<file path="config.mk">
export PLATFORM = sky130hd
export DESIGN_NAME = seq_mult
export DESIGN_NICKNAME = d
export VERILOG_FILES = /design/src/rtl/seq_mult.sv
export SDC_FILE = /design/constraint.sdc
export NUM_CORES = 1
export LEC_CHECK = 0
export CORE_MARGIN = 2
export CORE_UTILIZATION = 36
export DETAILED_ROUTE_END_ITERATION = 7
export MAX_ROUTING_LAYER = met4
export PLACE_DENSITY = 0.57
export SLEW_MARGIN = 20
export SYNTH_ARGS = -nofsm -noshare
export SYNTH_HDL_FRONTEND = slang
export SYNTH_SLANG_ARGS = --single-unit
</file>
<file path="constraint.sdc">
create_clock -name clock -period 4.8 [get_ports clock]
set_clock_uncertainty 0.2 [all_clocks]
set_input_delay 0.96 -clock clock [delete_from_list [all_inputs] [get_ports clock]]
set_output_delay 0.96 -clock clock [all_outputs]
set_load 0.005 [all_outputs]
</file>
<file path="src/rtl/seq_mult.sv">
// Sequential shift-add multiplier: one multiplier bit per cycle, LSB first,
// with signed support via magnitude multiply plus final sign fix.
//   state | meaning
//   IDLE  | ready for operands (in_ready=1)
//   RUN   | one shift-add step per cycle, WIDTH cycles total
//   DONE  | result/overflow valid, held until out_ready
module seq_mult #(
  parameter int WIDTH = 8
) (
  input  logic               clock,
  input  logic               reset,
  input  logic               in_valid,
  output logic               in_ready,
  input  logic [WIDTH-1:0]   in1,
  input  logic [WIDTH-1:0]   in2,
  input  logic               in_signed,
  output logic               out_valid,
  input  logic               out_ready,
  output logic [2*WIDTH-1:0] result,
  output logic               overflow
);

  localparam int CNT_W = (WIDTH > 1) ? $clog2(WIDTH) : 1;
  localparam logic [CNT_W-1:0]   CNT_LAST = CNT_W'(WIDTH - 1);
  localparam logic [CNT_W-1:0]   CNT_ONE  = CNT_W'(1);
  localparam logic [WIDTH-1:0]   ONE_W    = WIDTH'(1);
  localparam logic [2*WIDTH-1:0] ONE_2W   = (2*WIDTH)'(1);

  typedef enum logic [1:0] {IDLE, RUN, DONE} state_t;

  state_t             state_q, state_d;
  logic [CNT_W-1:0]   cnt_q, cnt_d;
  logic [2*WIDTH-1:0] mcand_q, mcand_d;
  logic [WIDTH-1:0]   mplier_q, mplier_d;
  logic [2*WIDTH-1:0] acc_q, acc_d;
  logic               neg_q, neg_d;
  logic               signed_q, signed_d;
  logic [2*WIDTH-1:0] result_q, result_d;
  logic               overflow_q, overflow_d;

  logic [WIDTH-1:0]   mag1, mag2;
  logic [2*WIDTH-1:0] step_sum, fixed;
  logic [WIDTH:0]     hi_bits;
  logic               fixed_ovf;

  always_comb begin
    mag1 = (in_signed && in1[WIDTH-1]) ? (~in1 + ONE_W) : in1;
    mag2 = (in_signed && in2[WIDTH-1]) ? (~in2 + ONE_W) : in2;
    step_sum = acc_q + (mplier_q[0] ? mcand_q : '0);
    fixed    = neg_q ? (~step_sum + ONE_2W) : step_sum;
    hi_bits  = fixed[2*WIDTH-1:WIDTH-1];
    // Signed fits iff the top WIDTH+1 bits are a pure sign extension.
    fixed_ovf = signed_q ? ~((&hi_bits) | ~(|hi_bits))
                         : (|fixed[2*WIDTH-1:WIDTH]);
  end

  always_comb begin
    state_d    = state_q;
    cnt_d      = cnt_q;
    mcand_d    = mcand_q;
    mplier_d   = mplier_q;
    acc_d      = acc_q;
    neg_d      = neg_q;
    signed_d   = signed_q;
    result_d   = result_q;
    overflow_d = overflow_q;
    case (state_q)
      IDLE: begin
        if (in_valid) begin
          mcand_d  = {{WIDTH{1'b0}}, mag1};
          mplier_d = mag2;
          neg_d    = in_signed & (in1[WIDTH-1] ^ in2[WIDTH-1]);
          signed_d = in_signed;
          cnt_d    = '0;
          acc_d    = '0;
          if (mag1 == '0 || mag2 == '0) begin
            state_d    = DONE;
            result_d   = '0;
            overflow_d = 1'b0;
          end else begin
            state_d = RUN;
          end
        end
      end
      RUN: begin
        acc_d    = step_sum;
        mcand_d  = mcand_q << 1;
        mplier_d = mplier_q >> 1;
        cnt_d    = cnt_q + CNT_ONE;
        if (cnt_q == CNT_LAST) begin
          state_d    = DONE;
          result_d   = fixed;
          overflow_d = fixed_ovf;
        end
      end
      DONE: begin
        if (out_ready) state_d = IDLE;
      end
      default: state_d = IDLE;
    endcase
  end

  always_ff @(posedge clock) begin
    if (!reset) begin
      state_q    <= IDLE;
      cnt_q      <= '0;
      mcand_q    <= '0;
      mplier_q   <= '0;
      acc_q      <= '0;
      neg_q      <= 1'b0;
      signed_q   <= 1'b0;
      result_q   <= '0;
      overflow_q <= 1'b0;
    end else begin
      state_q    <= state_d;
      cnt_q      <= cnt_d;
      mcand_q    <= mcand_d;
      mplier_q   <= mplier_d;
      acc_q      <= acc_d;
      neg_q      <= neg_d;
      signed_q   <= signed_d;
      result_q   <= result_d;
      overflow_q <= overflow_d;
    end
  end

  assign in_ready  = (state_q == IDLE);
  assign out_valid = (state_q == DONE);
  assign result    = result_q;
  assign overflow  = overflow_q;

endmodule

</file>
==> qor.yml <==
floorplanning:
  core_area_um2: 11860
  floorplan_die_height_um: 113.5
  placement_rows: 40
  design.die.area_um2: 12890
  die-width_um: 113.5
  effective_utilization_at_floorplan_pct: 36.41
  floorplan.io_pins: 40
logic_synthesis:
  fraction_of_registers_with_async_set_reset_pct: 0
  ys_ff_latch: 64
  ys_dominant_reg_cell: "sky130_fd_sc_hd__dfxtp_1"
  syn_nets: 591
  synth_sequential_area_ratio_pct: 29.66
  post-synth-top-area-cell: "sky130_fd_sc_hd__dfxtp_1"
  synth_warnings: 0
  ys_top_cells_by_area: "sky130_fd_sc_hd__dfxtp_1, sky130_fd_sc_hd__nand2_1, sky130_fd_sc_hd__ha_1"
  synth_cell_type_count: 60
  postSynthAreaPerCell_um2: 7.867
  synth-edff-count: 0
  synth_top_cells_by_count: "sky130_fd_sc_hd__nand2_1, sky130_fd_sc_hd__dfxtp_1, sky130_fd_sc_hd__nand3_1"
  yosysMostFrequentCell: "sky130_fd_sc_hd__nand2_1"
  synth.top_cell.area_share_pct: 29.66
  syn-cell-area_um2: 4319
  synthesis.instances: 549
sta:
  finalCriticalPeriod_ns: 4.451
  relSlewSlack_pct: 49.00
  worst_slack_ns: 0.3491
  fin_tns_setup_ns: 0
  grt_setup_unrepaired: "false"
  final-max-slew-violation-count: 0
  timing_hold_violations_final: 0
  worst_pin_slew_ns: 0.7622
  fmax_mhz: 224.7
  final-setup-viol-count: 0
  timing.final.crit_share_pct: 92.73
setup_path:
  crit_type: "reg2reg"
  worstPathBufferInverterCount: 2
  timing.critical_path.cells: "and2_1 > ha_1 > fa_1 > inv_1 > ha_1 > inv_1 > or2_2 > a21o_1 > or4_1 > or3_1 > a32o_1 > nor4b_2 > nor4b_2 > a211oi_1"
  setup.worst_path.end_class: "flip-flop"
  crit_required_ns: 4.81
  cp.arrival_ns: 4.46
  worst_path_dominant_cell_family: "simple AND/OR/NAND/NOR gates"
  crit_fanout: 17
  crit_path_top_delay_cell: "sky130_fd_sc_hd__or4_1"
  critPathLaunchType: "flip-flop"
  slowest_stage_delay_on_critical_path_ns: 0.60
clock_network:
  clk_pin_slew_worst_paths_ns: 0.06
  clock_path_buffers: 2
  clkLatencyLatePin_ns: 0.33
  cts_tree: "done"
  clock_sinks: 64
  cts.htree.levels: 3
  numCtsBuffers: 9
  cts_root_buffer: "sky130_fd_sc_hd__clkbuf_16"
finish:
  regArea_um2: 1281
  synthToLayoutAreaGrowth_pct: 19.67
  drive_above_1_share_pct: 6.357
  insertedDiodeCount: 0
  footprint_of_the_multi_input_gates_um2: 2863
  final.fill_count: 1229
  nNetsFinal: 619
route:
  wirelength_mm: 11.20
  vias_per_cell: 5.385
  post-route-drc-count: 0
  via_count: 3926
  detail-route-antenna-nets: 0
  detail_route.iter0.violations: 243
  routed_wire_length_per_instance_um: 15.36
  drt-pass1-iter-count: 4
power:
  finalPower_mw: 1.520
  share_seq_of_total_power_pct: 37.6
  p_int_mw: 1.092
  power_density_nw_per_um2: 294.1
  switching_power_as_a_share_of_total_power_pct: 28.16
  total_leakage_power_nw: 1.997
  p_clk_share_pct: 48.1
  p_switching_mw: 0.4281
  pwr-share-comb_pct: 14.3
  vdd_drop_max_mv: 0.1705
grt:
  grt_start_max_net_pins: 66
  grt_pass1_vias: 3722
  global_route_wire_length_before_repair_mm: 18.77
  grt_antenna_before_repair: 0
  gr_util_all_layers_pct: 18.61
  grt_overflow: 0
min_path:
  min_path_type: "reg2reg"
placed_design:
  dp_worst_setup_slack_ns: 0.3495
  place_congestion: 0.8556
  placed_wire_length_estimate_mm: 8.206
  number_of_buffers_added_on_ports: 39
flow_run:
  max-cap-violations: 0
run_status:
  run_status: "completed"
layout by cell type (no fill, tap or decap), types with 8 or more instances in the layout:
cell                              instances
sky130_fd_sc_hd__nand3_1                 34
sky130_fd_sc_hd__a22oi_1                 15
sky130_fd_sc_hd__inv_1                   16
sky130_fd_sc_hd__xor2_1                  20
sky130_fd_sc_hd__a21oi_1                 24
sky130_fd_sc_hd__clkdlybuf4s50_1         39
sky130_fd_sc_hd__nand2_1                 69
sky130_fd_sc_hd__dfxtp_1                 64
sky130_fd_sc_hd__clkbuf_16                9
sky130_fd_sc_hd__a21boi_0                30
sky130_fd_sc_hd__nor3_1                  13
sky130_fd_sc_hd__nor2_1                  20
sky130_fd_sc_hd__nor2b_1                 23
sky130_fd_sc_hd__buf_4                    8
sky130_fd_sc_hd__o21ai_0                 28
sky130_fd_sc_hd__and2_1                  33
sky130_fd_sc_hd__xnor2_1                 15
sky130_fd_sc_hd__ha_1                    20
power by group through the flow:
stage               logic [mW]  registers (mW)  clock network [mW]
floorplan                0.150           0.572                   0
global placement         0.217           0.583                   0
detailed placement       0.219           0.583                   0
CTS                      0.219           0.571               0.744
global route             0.244           0.575               0.769
finish                   0.218           0.571               0.731
layout make-up:
type | count | share of cell area (%)
clock buffers | 9 | 4.357
well taps | 147 | 3.558
repair buffers | 47 | 8.715
clock inverters | 7 | 1.961
flip-flops and latches | 64 | 24.79
inverters | 17 | 1.235
multi-input cells | 438 | 55.39
kinds of logic after synthesis:
logic type      after synthesis  synth area share, %
compound gates              152                24.74
xor+xnor                     35                7.097
fa+ha+maj                    21                6.257
buf+inv                      47                4.142
flops                        64                29.66
mux                           5                1.188
simple gates                225                26.91
worst register-to-register path: stages, from the launching register on:
cell	delay, ns
sky130_fd_sc_hd__dfxtp_1	0.54
sky130_fd_sc_hd__and2_1	0.21
sky130_fd_sc_hd__ha_1	0.25
sky130_fd_sc_hd__fa_1	0.52
sky130_fd_sc_hd__inv_1	0.09
sky130_fd_sc_hd__ha_1	0.17
sky130_fd_sc_hd__inv_1	0.04
sky130_fd_sc_hd__or2_2	0.29
sky130_fd_sc_hd__a21o_1	0.21
sky130_fd_sc_hd__or4_1	0.61
sky130_fd_sc_hd__or3_1	0.42
sky130_fd_sc_hd__a32o_1	0.26
sky130_fd_sc_hd__nor4b_2	0.23
sky130_fd_sc_hd__nor4b_2	0.21
sky130_fd_sc_hd__a211oi_1	0.08
per-stage QoR:
stage / cell area [um2] / utilization, % / hold slack [ns] / std cells
3_3_place_gp: 4841 / 40.81 / 0.2660 / 713
6_report: 5169 / 43.58 / 0.2749 / 729
4_1_cts: 5167 / 43.57 / 0.2789 / 729
5_1_grt: 5169 / 43.58 / 0.2952 / 729
3_5_place_dp: 4841 / 40.81 / 0.2704 / 713
2_1_floorplan: 4319 / - / 0.2478 / 549
repair_timing:
action                                 in CTS  in global routing
buffers inserted                            0                  0
hold buffers                                0                  0
gates resized for setup                     0                  1
endpoints found under the hold margin       0                  0
setup endpoints to repair                   0                  2
flip-flops by register name, indices dropped and copies added, names as in the netlist:
| signal | flops |
|---|---|
| mplier_q | 8 |
| result | 16 |
| cnt_q | 3 |
| neg_q | 1 |
| acc_q | 16 |
| signed_q | 1 |
| mcand_q | 16 |
| overflow | 1 |
| state_q | 2 |
path summary, 6_finish.rpt:
| check | from | to | slack [ns] | cells after the start |
|---|---|---|---|---|
| hold / removal | acc_q[0]$_SDFFE_PN0P_ | acc_q[0]$_SDFFE_PN0P_ | 0.27 | 2 |
| setup / recovery | mplier_q[0]$_SDFFE_PN0P_ | overflow$_SDFFE_PN0P_ | 0.35 | 14 |
| hold reg to reg | acc_q[0]$_SDFFE_PN0P_ | acc_q[0]$_SDFFE_PN0P_ | 0.27 | 2 |
| setup reg to reg | mplier_q[0]$_SDFFE_PN0P_ | overflow$_SDFFE_PN0P_ | 0.35 | 14 |
metal layers:
layer | vias up | global-route usage, % | wire length (um)
met5 | - | - | 0
met4 | 0 | 6.667 | 241
met3 | 17 | 2.976 | 385
met2 | 59 | 30.74 | 5343
met1 | 1827 | 23.13 | 5225
li1 | 2023 | - | -
Note: power is estimated with default switching activity, not from simulation.
==> RTL edit 1, RTL diff (same flow settings) <==
Register the output `overflow` once more, with the module's reset; this adds one clock of latency there. The other outputs are not delayed to match.
--- a/src/rtl/seq_mult.sv
+++ b/src/rtl/seq_mult.sv
@@ -127,7 +127,13 @@
   assign in_ready  = (state_q == IDLE);
   assign out_valid = (state_q == DONE);
   assign result    = result_q;
-  assign overflow  = overflow_q;
+  always_ff @(posedge clock) begin
+    if (!reset) begin
+      overflow <= '0;
+    end else begin
+      overflow <= overflow_q;
+    end
+  end
 
 endmodule
 
Function: changed (a bounded check fails within 10 cycles, from zero or initial values and one cycle with reset low).
==> RTL edit 1 against the unedited design <==
Final cell count shrank 2.1%; setup slack gained 380 ps; sequential cell count grew 1; via count shrank 0.48%; cell area shrank 0.70%; power shrank 8.7%; area after synthesis is essentially flat; routed wire length shrank 5.4%; clock power shrank 9.6%; critical path type unchanged; largest power group unchanged.
==> RTL edit 1: results (changes against the unedited design) <==
- The total routing resource utilization after global routing came to 18.0% (-0.62 points).
- The final layout net count is 604 (-2.4%).
- The final weighted congestion of routability-driven global placement came to 0.930 (+8.7%).
- The worst vdd rail ir drop is 0.153 mV (-10%).
- The layout cell share with drive strength beyond 1 is 8.11% (+1.8 points).
- The count of placed standard cells including taps is 698 (-2.1%).
- By area the synthesized netlist is led by dfxtp_1 (30%), ha_1 (5.8%), a21boi_0 (5.0%), nand2_1 (4.6%), nand3_1 (4.3%).
- The average routed wire per standard cell is 14.8 um (-3.4%).
- The largest fanout on the critical path is 17 (unchanged).
- The maximum number of pins on one net before global-route repair is 59 (-11%).
- The placed wire-length estimate is 7.74 mm (-5.6%).
- The post-cts sizing count is 0 (unchanged).
- The worst-case setup margin in the final layout is 733 ps (+384 ps).
- The final-layout fill cell count is 1,241 (+0.98%).
- The clock reaches the later pin of the worst-skew pair after 340 ps.
- The launch point of the critical path is mplier_q[0]$_SDFFE_PN0P_.
- The depth of the most critical reg-to-reg path is 13 (-1).
- The share of async-settable or async-resettable flops after synthesis is 0% (unchanged).
- The cell count after synthesis is 535 (-2.6%).
- The detailed-router iteration count before antenna repair is 5 (+1).
- The kind of end point of the critical path is a register.
- The destination of the worst register-to-register timing path is overflow_q$_SDFFE_PN0P_.
- The number of unique standard cell types used by synthesis is 70 (+17%).
- The wire length reported by the detailed router came to 10.6 mm (-5.4%).
- The number of H-tree branching levels was 3 (unchanged).
- The worst-case clock buffer depth is 2 (unchanged).
- The commonest cells after synthesis are dfxtp_1 (65), nand2_1 (53), nand3_1 (37).
- The total number of vias is 3,907 (-0.48%).
- The synthesized net count is 577 (-2.4%).
- The min-delay analysis places its worst path in the category reg2reg.
- The peak per-stage delay on the critical path is 480 ps (-120 ps).
- The worst-case headroom to the max-slew limit came to 46.1% (-2.9 points).
- The setup slack at placement is 656 ps (+307 ps).
- The global-route wire length before repair is 18.2 mm (-3.1%).
- The signal arrival time at the worst endpoint came to 4080 ps (-380 ps).
- The detailed router's first-iteration violation count is 133 (-45%).
- The flow ran to the end, and the final reports show no timing, DRC or antenna violations.
- The reported leakage power was 1.93 nW (-3.4%).
- Among all stages on the critical path, the largest delay is contributed by a2111oi_2.
- The sequential cell area fraction in the yosys report was 30.1% (+0.45 points).
RTL edit 1: cell families after synthesis:
| kind of cell | share of synthesized area (%) |
|---|---|
| AOI/OAI and AO/OA | 25.9 |
| xor gates and xnor gates | 6.49 |
| adders and majority gates | 6.26 |
| buffers and inverters | 4.29 |
| DFF | 30.1 |
| muxes | 1.16 |
| and+or+nand+nor | 25.8 |
RTL edit 1: how the worst min path moves through the flow:
| stage | slack [ps] | start | cells after the start | to |
|---|---|---|---|---|
| after floorplan | 220 | overflow_q$_SDFFE_PN0P_ | 1 | overflow$_SDFF_PN0_ |
| after detailed placement | 250 | overflow_q$_SDFFE_PN0P_ | 1 | overflow$_SDFF_PN0_ |
| after global routing | 290 | result[11]$_SDFFE_PN0P_ | 1 | result[11]$_SDFFE_PN0P_ |
| after CTS | 280 | mcand_q[11]$_SDFFE_PN0P_ | 2 | mcand_q[12]$_SDFFE_PN0P_ |
| after global placement | 270 | mcand_q[10]$_SDFFE_PN0P_ | 2 | mcand_q[11]$_SDFFE_PN0P_ |
| final | 280 | mcand_q[11]$_SDFFE_PN0P_ | 2 | mcand_q[12]$_SDFFE_PN0P_ |
RTL edit 1: stage by stage:
| stage | power (mW) | area [sq um] | utilization, % |
|---|---|---|---|
| after detailed placement | 0.739 | 4830 | 40.8 |
| final | 1.39 | 5130 | 43.3 |
| after global placement | 0.737 | 4830 | 40.7 |
| after CTS | 1.41 | 5130 | 43.3 |
| after floorplan | 0.680 | 4320 | - |
| after global routing | 1.45 | 5130 | 43.3 |
RTL edit 1: critical path: cells and delay by family (launching register included):
family | cells | cell delay, ps
AO/OA/AOI/OAI | 4 | 900
AND/OR/NAND/NOR | 6 | 1620
adder cells (fa/ha/maj) | 2 | 660
XOR/XNOR | 1 | 110
flip-flops | 1 | 450
RTL edit 1: cell type report:
| class | instances | area, sq um | share of cell area (%) |
|---|---|---|---|
| clock inverter | 5 | 55.1 | 1.07 |
| inverter | 16 | 60.1 | 1.17 |
| tap | 147 | 184 | 3.58 |
| clock buffer | 11 | 243 | 4.73 |
| sequential | 65 | 1300 | 25.4 |
| timing repair buffer | 47 | 450 | 8.78 |
| multi-input combinational | 423 | 2840 | 55.3 |
RTL edit 1: power breakdown:
part | internal, mW | switching [mW] | total, mW
logic | 0.0658 | 0.0944 | 0.160
clock network | 0.414 | 0.247 | 0.661
registers | 0.553 | 0.0129 | 0.566
total | 1.03 | 0.354 | 1.39
RTL edit 1: layer usage:
layer	global-route usage (%)	share of wire, %	wire [um]	vias to the layer above
met5	-	0	0	-
met4	5.61	1.4	149	0
met3	4.52	3.3	351	14
met2	29.8	47	4990	53
met1	21.6	48	5100	1857
li1	-	-	-	1983
==> RTL edit 2, RTL diff (same flow settings) <==
Without the edit above. Set the parameter `WIDTH` to 16 (it was 8).
--- a/src/rtl/seq_mult.sv
+++ b/src/rtl/seq_mult.sv
@@ -5,7 +5,7 @@
 //   RUN   | one shift-add step per cycle, WIDTH cycles total
 //   DONE  | result/overflow valid, held until out_ready
 module seq_mult #(
-  parameter int WIDTH = 8
+  parameter int WIDTH = 16
 ) (
   input  logic               clock,
   input  logic               reset,
Interface: changed (resized in1, in2 and result); port bits go from 40 to 72. No check against the original RTL was run, so the function may have changed too.
==> RTL edit 2 against the unedited design <==
Routed wire length up 110%; setup slack worse by 160 ps; area after synthesis up 100%; synthesized cell count up 100%; final cell count up 120%; cell area up 120%; count of clock-buffer cells in the layout up 13; worst hold slack worse by 4.5 ps; sequential cell count up 57; critical path depth up 5; non-clock buffer count up 144; global-route usage up 0.73 points; power up 82%; largest power group unchanged.
==> RTL edit 2: results (changes against the unedited design) <==
- The detailed router's first-iteration violation count is 510 (+110%).
- Yosys attributes the largest share of cell area to dfxtp_1 (28%), nand2_1 (5.1%), ha_1 (5.0%), and2_1 (4.6%), a21boi_0 (4.4%).
- The clock buffer count is 22 (+13).
- The average routed wire per standard cell is 15.1 um (-1.4%).
- The endpoint identified for the worst register-to-register timing path is overflow$_SDFFE_PN0P_.
- The setup slack at placement came to -311 ps (-661 ps).
- The clock-cell share of area is 5.18% (-1.1 points).
- The peak per-stage delay on the critical path is 490 ps (-110 ps).
- The placed wire-length estimate is 18.0 mm (+120%).
- The critical-path cell with the highest stage delay is or3b_2.
- The data-path buffer share of cell area in the final layout was 14.4% (+5.7 points).
- The inverter count of the layout excluding clock inverters is 12 (-5).
- The final-layout worst hold slack is 270 ps (-4.53 ps).
- The end of the worst hold path is acc_q[0]$_SDFFE_PN0P_.
- The reported leakage power came to 4.32 nW (+120%).
- The depth of the most critical reg-to-reg path is 19 (+5).
- The worst-case clock buffer depth is 2 (unchanged).
- The worst vdd rail ir drop is 0.199 mV (+17%).
- The cell count of the worst hold path is 2 (unchanged).
- The total number of vias is 8,505 (+120%).
- The number of H-tree branching levels was 4 (+1).
- The final-layout fill cell count was 2,479 (+100%).
- The run finished with clean final reports.
- The final weighted congestion of routability-driven global placement is 0.885 (+3.4%).
- The total routing resource utilization after global routing came to 19.3% (+0.73 points).
- The global-route wire length before repair is 39.8 mm (+110%).
- The share of async-settable or async-resettable flops after synthesis is 0% (unchanged).
- The number of diodes added for antenna fixing is 0 (unchanged).
- The maximum number of pins on one net before global-route repair came to 56 (-15%).
- The multi-input combinational gate total is 904 (+110%).
- The signal arrival time at the worst endpoint was 4730 ps (+270 ps).
- The cell count after synthesis came to 1,110 (+100%).
- The number of global-route vias before repair was 7,945 (+110%).
- The final layout net count is 1,320 (+110%).
- The sequential fraction of total cell area is 21.7% (-3.1 points).
- The source-to-sink clock delay at the later pin of the worst-skew pair is 420 ps (+90 ps).
- The total placed instance area was 10,400 sq um (+120%).
- The fraction of area in multi-input gates is 54.7% (-0.71 points).
- The count of non-CTS buffers in the layout came to 191 (+310%).
- The slew of the pin with the lowest slew margin was 1070 ps (+303 ps).
- The number of unique standard cell types used by synthesis was 94 (+57%).
- The clock slew seen by the registers of the worst setup and hold paths came to 60 ps (about the same).
- The kind of cell with the highest combined delay on the critical path is compound AO/OA/AOI/OAI gates.
- The share of the core filled with cells came to 46.3% (+2.7 points).
- The largest fanout on the critical path is 18 (+1).
- The total negative setup slack was 0 ps (unchanged).
- The TritonCTS buffer count is 17 (+8).
- The detailed-router iteration count before antenna repair is 5 (+1).
- The count of placed standard cells including taps was 1,546 (+120%).
- The layout cell share with drive strength beyond 1 is 16.8% (+10 points).
- The register-to-register setup slack is 190 ps (-160 ps).
- The register bit total from synthesis is 121 (+89%).
- The ratio of routed vias to standard cells is 5.38 (-0.11%).
- The number of input and output port buffers inserted is 71 (+82%).
- The commonest cells after synthesis are dfxtp_1 (121), nand2_1 (120), o21ai_0 (71).
- The synthesized net count is 1,183 (+100%).
- The sequential cell area fraction in the yosys report is 27.6% (-2.0 points).
-- RTL edit 2: cell types whose count changed after synthesis, moves of 32 or more --
| cell | delta |
|---|---|
| dfxtp_1 | +57 |
| nand2_1 | +51 |
| o21ai_0 | +43 |
| a21oi_1 | +34 |
| a22oi_1 | +34 |
| and2_1 | +32 |
-- RTL edit 2: logic make-up after synthesis --
family / Yosys count / share of synthesized area [%]
buf+inv: 85 / 4.42
xor+xnor: 79 / 7.98
compound gates: 337 / 26.7
fa+ha+maj: 36 / 5.22
flops: 121 / 27.6
mux: 5 / 0.585
simple gates: 447 / 27.4
-- RTL edit 2: worst max path at each step --
stage | start | to | slack [ps]
floorplan | mplier_q[0]$_SDFFE_PN0P_ | overflow$_SDFFE_PN0P_ | 80
global placement | in1[0] | overflow$_SDFFE_PN0P_ | -260
detailed placement | in1[0] | overflow$_SDFFE_PN0P_ | -310
CTS | mplier_q[0]$_SDFFE_PN0P_ | overflow$_SDFFE_PN0P_ | 30
global route | mplier_q[0]$_SDFFE_PN0P_ | overflow$_SDFFE_PN0P_ | -20
finish | mplier_q[0]$_SDFFE_PN0P_ | overflow$_SDFFE_PN0P_ | 190
-- RTL edit 2: where the power goes --
part | internal [mW] | switching, mW
logic | 0.191 | 0.257
clock network | 0.808 | 0.459
registers | 1.03 | 0.0231
total | 2.03 | 0.739
-- RTL edit 2: per-layer routing --
metal  part of all wire [%]  up-vias  global-route usage, %
met4                    1.1        0                   5.16
met1                     51     3977                   26.3
met5                      0        -                      -
li1                       -     4327                      -
met2                     44      180                   30.1
met3                    3.9       21                   2.73
-- RTL edit 2: what timing repair did --
action | CTS | global route
setup buffers | 3 | 3
endpoints found under the setup margin | 1 | 2
pin swaps | 9 | 6
resized for setup | 10 | 14
gates cloned | 0 | 0
